`src/rtl/dmem_param.sv`:
```
// dmem_param: parametrised, latency-programmable data memory for the memory stage.
// Accepts one read or write at a time, holds it for LATENCY cycles, then
// completes with a one-cycle done pulse (plus err for out-of-range words).
//
// Optional feature: define DMEM_BYTEMASK_EN to add the byteEn port and
// byte-lane masked writes; otherwise every write updates the full word.
//
// Ports:
//   clock   - single clock, all state updates on posedge
//   reset   - asynchronous active-high; clears control state and outputs
//   read    - read request (sampled in IDLE)
//   write   - write request (sampled in IDLE, wins over read)
//   memAddr - byte address; word index = memAddr >> log2(DATA_W/8)
//   wData   - write data
//   byteEn  - byte-lane write mask (DMEM_BYTEMASK_EN only)
//   rData   - registered read data, holds last completed read
//   done_r  - one-cycle read-complete pulse
//   done_w  - one-cycle write-complete pulse
//   busy    - request in flight
//   err     - out-of-range access, coincident with done
module dmem_param #(
  parameter int unsigned DATA_W  = 32,
  parameter int unsigned DEPTH   = 64,
  parameter int unsigned ADDR_W  = 10,
  parameter int unsigned LATENCY = 4
) (
  input  logic                clock,
  input  logic                reset,
  input  logic                read,
  input  logic                write,
  input  logic [ADDR_W-1:0]   memAddr,
  input  logic [DATA_W-1:0]   wData,
`ifdef DMEM_BYTEMASK_EN
  input  logic [DATA_W/8-1:0] byteEn,
`endif
  output logic [DATA_W-1:0]   rData,
  output logic                done_r,
  output logic                done_w,
  output logic                busy,
  output logic                err
);

  localparam int unsigned NB    = DATA_W / 8;
  localparam int unsigned BSH   = (NB > 1) ? $clog2(NB) : 0;
  localparam int unsigned IDX_W = ADDR_W - BSH;
  localparam int unsigned AW    = (DEPTH > 1) ? $clog2(DEPTH) : 1;

  typedef enum logic {IDLE, BUSY} state_t;
  typedef logic [DATA_W-1:0] mem_t [DEPTH];

  // Time-zero contents: word i holds i; reset never touches the array.
  function automatic mem_t init_mem();
    mem_t m;
    for (int unsigned i = 0; i < DEPTH; i++) m[i] = DATA_W'(i);
    return m;
  endfunction

  mem_t mem_q = init_mem();

  state_t             state_q, state_d;
  logic [7:0]         cnt_q, cnt_d;
  logic               wr_q, wr_d;
  logic [IDX_W-1:0]   idx_q, idx_d;
  logic [DATA_W-1:0]  wdata_q, wdata_d;
  logic [NB-1:0]      ben_q, ben_d;
  logic [DATA_W-1:0]  rdata_q, rdata_d;
  logic               done_r_q, done_r_d;
  logic               done_w_q, done_w_d;
  logic               err_q, err_d;
  logic               mem_we;
  logic [DATA_W-1:0]  mem_wval;
  logic [NB-1:0]      ben_in;
  logic               complete;
  logic               in_range;

`ifdef DMEM_BYTEMASK_EN
  assign ben_in = byteEn;
`else
  assign ben_in = '1;
`endif

  if (BSH > 0) begin : g_lo_unused
    logic unused_lo;
    assign unused_lo = ^memAddr[BSH-1:0];
  end

  assign complete = (state_q == BUSY) && (cnt_q == '0);
  assign in_range = (32'(idx_q) < DEPTH);

  // State register
  always_ff @(posedge clock or posedge reset) begin
    if (reset) begin
      state_q  <= IDLE;
      cnt_q    <= '0;
      wr_q     <= 1'b0;
      idx_q    <= '0;
      wdata_q  <= '0;
      ben_q    <= '0;
      rdata_q  <= '0;
      done_r_q <= 1'b0;
      done_w_q <= 1'b0;
      err_q    <= 1'b0;
    end else begin
      state_q  <= state_d;
      cnt_q    <= cnt_d;
      wr_q     <= wr_d;
      idx_q    <= idx_d;
      wdata_q  <= wdata_d;
      ben_q    <= ben_d;
      rdata_q  <= rdata_d;
      done_r_q <= done_r_d;
      done_w_q <= done_w_d;
      err_q    <= err_d;
    end
  end

  // Array: commits only on a completing in-range write. mem_we derives from
  // state_q, so a reset-abandoned write never reaches the array.
  always_ff @(posedge clock) begin
    if (mem_we) mem_q[idx_q[AW-1:0]] <= mem_wval;
  end

  // Next-state logic
  always_comb begin
    state_d = state_q;
    cnt_d   = cnt_q;
    wr_d    = wr_q;
    idx_d   = idx_q;
    wdata_d = wdata_q;
    ben_d   = ben_q;
    unique case (state_q)
      IDLE: begin
        if (write || read) begin
          wr_d    = write;
          idx_d   = memAddr[ADDR_W-1:BSH];
          wdata_d = wData;
          ben_d   = ben_in;
          cnt_d   = 8'(LATENCY - 1);
          state_d = BUSY;
        end
      end
      BUSY: begin
        if (cnt_q != '0) cnt_d = cnt_q - 8'd1;
        else             state_d = IDLE;
      end
      default: state_d = IDLE;
    endcase
  end

  // Output / completion logic (all results land in registers)
  always_comb begin
    done_r_d = 1'b0;
    done_w_d = 1'b0;
    err_d    = 1'b0;
    rdata_d  = rdata_q;
    mem_we   = 1'b0;
    mem_wval = mem_q[idx_q[AW-1:0]];
    for (int unsigned k = 0; k < NB; k++) begin
      if (ben_q[k]) mem_wval[8*k +: 8] = wdata_q[8*k +: 8];
    end
    if (complete) begin
      err_d = !in_range;
      if (wr_q) begin
        done_w_d = 1'b1;
        mem_we   = in_range;
      end else begin
        done_r_d = 1'b1;
        rdata_d  = in_range ? mem_q[idx_q[AW-1:0]] : '0;
      end
    end
  end

  assign rData  = rdata_q;
  assign done_r = done_r_q;
  assign done_w = done_w_q;
  assign err    = err_q;
  assign busy   = (state_q == BUSY);

endmodule

```
`config.mk`:
```
export PLATFORM = sky130hd
export DESIGN_NAME = dmem_param
export DESIGN_NICKNAME = d
export VERILOG_FILES = /design/src/rtl/dmem_param.sv
export SDC_FILE = /design/constraint.sdc
export NUM_CORES = 2
export LEC_CHECK = 0
export ABC_CLOCK_PERIOD_IN_PS = 11900
export BUFFER_PORTS_ARGS = -buffer_cell sky130_fd_sc_hd__buf_2
export CAP_MARGIN = 5
export CORE_UTILIZATION = 50
export CTS_CLUSTER_SIZE = 10
export DETAILED_ROUTE_END_ITERATION = 16
export HOLD_SLACK_MARGIN = 0.15
export PLACE_DENSITY_LB_ADDON = 0.3
export SLEW_MARGIN = 20
export SYNTH_ARGS = -nofsm -noshare
export SYNTH_HDL_FRONTEND = slang
export SYNTH_SLANG_ARGS = --single-unit
```
`constraint.sdc`:
```
create_clock -name clock -period 11.9 [get_ports clock]
set_input_delay 1.785 -clock clock [delete_from_list [all_inputs] [get_ports clock]]
set_output_delay 1.785 -clock clock [all_outputs]
set_load 0.1 [all_outputs]
```
# After elaboration in Yosys (flattened, before gate mapping)
# Memories as Yosys holds them, arrays and structs flattened.
# Index checks and enable logic that the tools add are counted.
dict set report word_totals {
  mem_bits_rw 2048
  elab_cells 45
  romBits 0
  latch_bits 0
  output_inout_bits 36
  regBits 86
  memories 1
}
dict set report op_classes {
  n_mux 20
  n_addsub 1
  reduce_logical 8
  n_div 0
  n_eq_ne 2
  bitwise_logic 2
  magnitude_cmp 1
  mul 0
  shifts 0
}
# name words word_bits read_ports rd_clocked_by_memory_dff wr line_no
set memory_table {}
lappend memory_table {mem_q 64 32 1 0 1 58} ;# mem_t mem_q = init_mem();
# operator n
set op_table {}
lappend op_table {{8-bit 2-to-1 mux} 6}
lappend op_table {{32-bit 2-to-1 mux} 1}
lappend op_table {{8-bit case mux with 2 select lines} 1}
lappend op_table {{1-bit 2-to-1 mux} 11}
lappend op_table {{8-bit logical NOT} 1}
lappend op_table {{8-bit by 7-bit less-than comparator with 1-bit output, second input constant} 1}
lappend op_table {{8-bit nonzero test} 1}
lappend op_table {{8-bit by 1-bit subtractor with 8-bit output, second input constant} 1}
lappend op_table {{2-bit AND reduction} 3}
lappend op_table {{2-bit by 1-bit != test with 1-bit output, second input constant} 1}
lappend op_table {{2-bit != test, second input constant} 1}
lappend op_table {{1-bit NOT} 2}
lappend op_table {{1-bit case mux with 2 select lines} 1}
lappend op_table {{1-bit logical AND} 1}
lappend op_table {{1-bit logical NOT} 1}
lappend op_table {{1-bit logical OR} 1}

# Logic depth before layout (Yosys ltp)
dict set report logic_depth {
  ltp_word 5
  ltp_mapped 11
  depth_no_buf 8
}

# Worst setup path after synthesis
# OpenSTA, ideal clock, no wires.
dict set report synth_timing {
  path_type {flip-flop to flip-flop}
  startpoint {register idx_q[1] (netlist name)}
  endpoint {memory mem_q[0][13] in the netlist's numbering, data pin}
  required_time_ns 11.337
  slack_ns 7.678
  stages_incl_launch_ff 11
  setup_time_ns 0.563
  period_less_slack_ns 4.222
  arrival_ns 3.659
  cell_sequence {dfrtp_1 > buf_6 > or2_2 > buf_2 > nor2_1 > buf_2 > buf_2 > a221oi_1 > a21oi_1 > nor4_1 > mux2i_1}
}
# item line_no
set synth_rtl {}
lappend synth_rtl {{end, declared} 58}

# Worst setup path in the final report
dict set report layout_timing {
  startpoint {register idx_q[0]}
  endpoint {memory mem_q[47][31] in the netlist's numbering (enable)}
}
dict set report layout_via {
  elab_chain_cells 5
}
# item line_no
set layout_rtl {}
lappend layout_rtl {{start, declared} 63} ;# logic [IDX_W-1:0] idx_q, idx_d;
lappend layout_rtl {{start signal, assigned} 107} ;# idx_q <= idx_d;
lappend layout_rtl {{8-bit by 7-bit less-than comparator with 1-bit output} 88} ;# assign in_range = (32'(idx_q) < DEPTH);
lappend layout_rtl {{1-bit 2-to-1 mux} 163} ;# if (wr_q) begin
lappend layout_rtl {{1-bit 2-to-1 mux} 161} ;# if (complete) begin
lappend layout_rtl {{1-bit 2-to-1 mux} 120} ;# if (mem_we) mem_q[idx_q[AW-1:0]] <= mem_wval;
lappend layout_rtl {{1-bit 2-to-1 mux (implied by the code)} 120}
# Several ways; a longest one is shown, not always the timed one.

==> run_summary.xml <==
<?xml version="1.0" encoding="UTF-8"?>
<metrics>
  <group name="status">
    <metric name="result_of_the_run" unit="">finished clean</metric>
  </group>
  <group name="clock_tree">
    <metric name="cts.sink_count" unit="">2134</metric>
    <metric name="clock_insertion_delay_at_the_later_pin_of_the_skew_report" unit="ns">0.85</metric>
    <metric name="cts_max_path_buffers" unit="">3</metric>
    <metric name="root_buffer" unit="">clkbuf_16</metric>
    <metric name="cts.repair_timing.setup_buffer_count" unit="">0</metric>
    <metric name="cts_htree_levels" unit="">4</metric>
    <metric name="tritoncts" unit="">yes</metric>
    <metric name="cts.repair.resized" unit="">0</metric>
    <metric name="post_cts_hold_buffer_count" unit="">0</metric>
    <metric name="cts_buffers" unit="">233</metric>
    <metric name="path_clk_slew" unit="ns">0.05</metric>
  </group>
  <group name="synthesis">
    <metric name="post_synthesis_cell_count" unit="">4546</metric>
    <metric name="synth.largest_area_cell" unit="">edfxtp_1</metric>
    <metric name="yosys.cell_types.count" unit="">58</metric>
    <metric name="synth-seq-cells" unit="">2134</metric>
    <metric name="netlist_top_cells_area" unit="">edfxtp_1 (75%), mux2i_1 (7.8%), dfrtp_1 (2.6%), o22ai_1 (1.8%), a221o_1 (1.7%)</metric>
    <metric name="netlist_area" unit="sq um">81900</metric>
    <metric name="dominant_cell_by_count_in_the_synthesized_netlist" unit="">edfxtp_1</metric>
    <metric name="synth_top_cells_by_count" unit="">edfxtp_1 (2048), mux2i_1 (638), o22ai_1 (229)</metric>
    <metric name="post-synth-top-area-fraction" unit="%">75.1</metric>
    <metric name="synth_async_sr_flop_share" unit="%">4.03</metric>
    <metric name="synthesis.area_per_instance" unit="sq um">18.0</metric>
    <metric name="synth-seq-area-share" unit="%">77.8</metric>
    <metric name="ys.warnings.count" unit="">0</metric>
    <metric name="mappedNetlistNets" unit="">4594</metric>
    <metric name="yosys_most_used_dff" unit="">edfxtp_1</metric>
    <metric name="synth_enable_flop_cells" unit="">2048</metric>
  </group>
  <group name="timing">
    <metric name="final_period_minus_worst_setup_slack" unit="ns">6.32</metric>
    <metric name="timing.final.ws_setup" unit="ns">5.58</metric>
    <metric name="hold_violations" unit="">0</metric>
    <metric name="timing_worst_slew_pin_value" unit="ns">1.16</metric>
    <metric name="setup_repair_after_global_routing_missed_its_margin" unit="">false</metric>
    <metric name="timing.slew.headroom" unit="%">21.9</metric>
    <metric name="maxSlewViolCount" unit="">0</metric>
    <metric name="finalCritPeriodShare" unit="%">53.1</metric>
    <metric name="timing.fmax" unit="GHz">0.158</metric>
    <metric name="finalSetupViolations" unit="">0</metric>
    <metric name="tns" unit="ns">0</metric>
    <metric name="clock_skew" unit="ns">0.0590</metric>
  </group>
  <group name="floorplan">
    <metric name="chipWidth" unit="microns">407</metric>
    <metric name="dieArea" unit="sq um">165000</metric>
    <metric name="rows" unit="">148</metric>
    <metric name="die_height" unit="microns">407</metric>
    <metric name="initial_utilization" unit="%">50.3</metric>
    <metric name="pin_count" unit="">82</metric>
    <metric name="core-area" unit="sq um">163000</metric>
  </group>
  <group name="route">
    <metric name="detailedRoute.firstPassIterationCount" unit="">5</metric>
    <metric name="wirelength" unit="microns">214000</metric>
    <metric name="detailedRoute.firstIterationViolations" unit="">5666</metric>
    <metric name="antenna_violating_nets_post_route" unit="">0</metric>
    <metric name="remaining_drc_errors" unit="">0</metric>
    <metric name="post_dr_vias_cell" unit="">6.42</metric>
    <metric name="avgRoutedWirePerCell" unit="microns">30.7</metric>
    <metric name="detailroute.via_count" unit="">44868</metric>
  </group>
  <group name="power_and_ir_drop">
    <metric name="power_density" unit="nW/um^2">171</metric>
    <metric name="share_clk_of_total_power" unit="%">40.2</metric>
    <metric name="net_sw_share" unit="%">22.0</metric>
    <metric name="net-switching-power" unit="mW">3.48</metric>
    <metric name="p_int" unit="mW">12.3</metric>
    <metric name="power_frac_seq" unit="%">53.4</metric>
    <metric name="peakVddDrop" unit="uV">157</metric>
    <metric name="power_frac_comb" unit="%">6.4</metric>
    <metric name="leakagePower" unit="nW">30.0</metric>
  </group>
  <group name="critical_path">
    <metric name="r2r-start" unit="">idx_q[0]</metric>
    <metric name="rr_worst_depth" unit="">7</metric>
    <metric name="cell_with_the_largest_stage_delay_on_the_worst_path" unit="">and2_4</metric>
    <metric name="timing.critical_path.from_type" unit="">flop</metric>
    <metric name="setup.reg_to_reg.worst_slack" unit="ns">5.58</metric>
    <metric name="critical_path.max_fanout" unit="">69</metric>
    <metric name="cp_slowest_stage_delay" unit="ns">0.88</metric>
    <metric name="cp_cell_sequence" unit="">buf_4, and2_4, buf_4, buf_4, nand2_1, nor2_4, buf_4</metric>
    <metric name="worst_path_most_repeated_cell" unit="">buf_4</metric>
    <metric name="endpoint_class_of_the_critical_path" unit="">flop</metric>
    <metric name="critical_path_class" unit="">flop to flop</metric>
    <metric name="worst_r2r_endpoint" unit="">mem_q[47][31]</metric>
    <metric name="timing.critical_path.arrival" unit="ns">6.79</metric>
    <metric name="worst_ep_required_time" unit="ns">12.37</metric>
  </group>
  <group name="placed_design">
    <metric name="io_buffer_count" unit="">79</metric>
    <metric name="place_worst_setup_slack" unit="ns">5.63</metric>
    <metric name="post-place-cells" unit="">6619</metric>
    <metric name="dpl.hpwl" unit="microns">109000</metric>
    <metric name="gp_congestion" unit="">0.814</metric>
  </group>
  <group name="global_routing">
    <metric name="grt_usage" unit="%">25.8</metric>
    <metric name="grt_pass1_wl" unit="microns">304000</metric>
    <metric name="first_global_vias" unit="">43111</metric>
    <metric name="overflow" unit="">0</metric>
    <metric name="pin_count_of_the_biggest_net_entering_global_routing" unit="">146</metric>
    <metric name="grt_antenna_before_repair" unit="">5</metric>
  </group>
  <group name="final_layout">
    <metric name="fin_nets" unit="">4727</metric>
    <metric name="fin_cells" unit="">6986</metric>
    <metric name="drive_gt1_share" unit="%">14.1</metric>
    <metric name="areaGrowthSynthToFinish" unit="%">12.6</metric>
  </group>
  <group name="hold_path">
    <metric name="hold_path.class" unit="">flop to flop</metric>
    <metric name="hold_path_end" unit="">rData[26]</metric>
    <metric name="hold_path_startpoint" unit="">rData[26]</metric>
    <metric name="worst_hold_path.num_cells" unit="">2</metric>
  </group>
  <group name="run">
    <metric name="drv_cap" unit="">0</metric>
  </group>
</metrics>
-- how the worst max path moves through the flow --
stage	from	to	slack (ns)
after floorplan	idx_q[1]	mem_q[0][13]	7.68
after global placement	idx_q[0]	mem_q[52][7]	5.75
after detailed placement	idx_q[0]	mem_q[55][7]	5.63
after CTS	idx_q[0]	mem_q[55][7]	5.57
after global routing	idx_q[1]	mem_q[49][12]	5.51
final	idx_q[0]	mem_q[47][31]	5.58
-- through the flow --
step | power (mW) | utilization, % | area [sq um] | hold slack (ns)
2_1_floorplan | 9.20 | - | 81900 | 0.447
3_3_place_gp | 9.56 | 52.6 | 85600 | 0.468
3_5_place_dp | 9.58 | 52.6 | 85600 | 0.469
4_1_cts | 15.8 | 56.7 | 92100 | 0.481
5_1_grt | 16.2 | 56.7 | 92200 | 0.501
6_report | 15.8 | 56.7 | 92200 | 0.477
-- state kept, by name, summed over array words and instances (netlist names) --
register	flops
err	1
ben_q	1
done_r	1
busy	1
idx_q	8
cnt_q	8
wr_q	1
done_w	1
mem_q	2048
rData	32
wdata_q	32
-- metal layers --
layer	vias to the layer above	share of wire (%)	wire [microns]	global-route usage (%)
met5	-	0	0	0
met4	0	3.9	8350	10.6
met3	403	10	22100	5.75
met2	2403	46	98900	39.4
met1	23101	40	85100	35.9
li1	18961	-	-	-
-- cells by family after synthesis --
kind of cell | after synthesis | share of synthesized area (%)
compound gates | 1025 | 9.10
flops | 2134 | 77.8
fa+ha+maj | 2 | 0.0306
buf+inv | 354 | 1.95
mux | 713 | 9.14
simple gates | 318 | 2.02
-- cell type report --
type	instances	area [sq um]
repair buffers	218	1510
clock buffers	349	6350
flip-flops and latches	2134	63700
inverters	34	133
clock inverters	14	218
well taps	2175	2720
diodes	4	10.0
fillers	12250	70400
multi-input cells	2058	17600
-- power by group through the flow --
stage / logic, mW / registers, mW / clock network (mW)
after global routing: 1.07 / 8.43 / 6.70
after CTS: 1.00 / 8.43 / 6.42
final: 1.02 / 8.43 / 6.35
after detailed placement: 1.00 / 8.58 / 0
after global placement: 0.977 / 8.58 / 0
after floorplan: 0.610 / 8.59 / 0
-- worst max-delay path, delay by kind of cell (launching register included) --
family / cells / cell delay (ns)
AND/OR/NAND/NOR: 3 / 2.38
flip-flops: 1 / 0.76
buffers and inverters: 4 / 2.60
-- placed cells by master, fill, tap and decap left out, types with 38 or more instances in the layout --
cell,Yosys,final
mux2i_1,638,610
a221oi_1,157,157
buf_4,8,133
a31oi_1,66,66
clkbuf_16,0,237
nor2_4,0,66
o22a_1,94,94
a221o_1,143,143
edfxtp_1,2048,2048
o21ai_0,146,146
buf_2,131,79
o22ai_1,229,229
a21oi_1,93,93
clkbuf_1,141,112
nand2_1,85,84
nor2b_1,40,38
dfrtp_1,86,82
mux2_2,53,49
(Power assumes the default switching activity.)
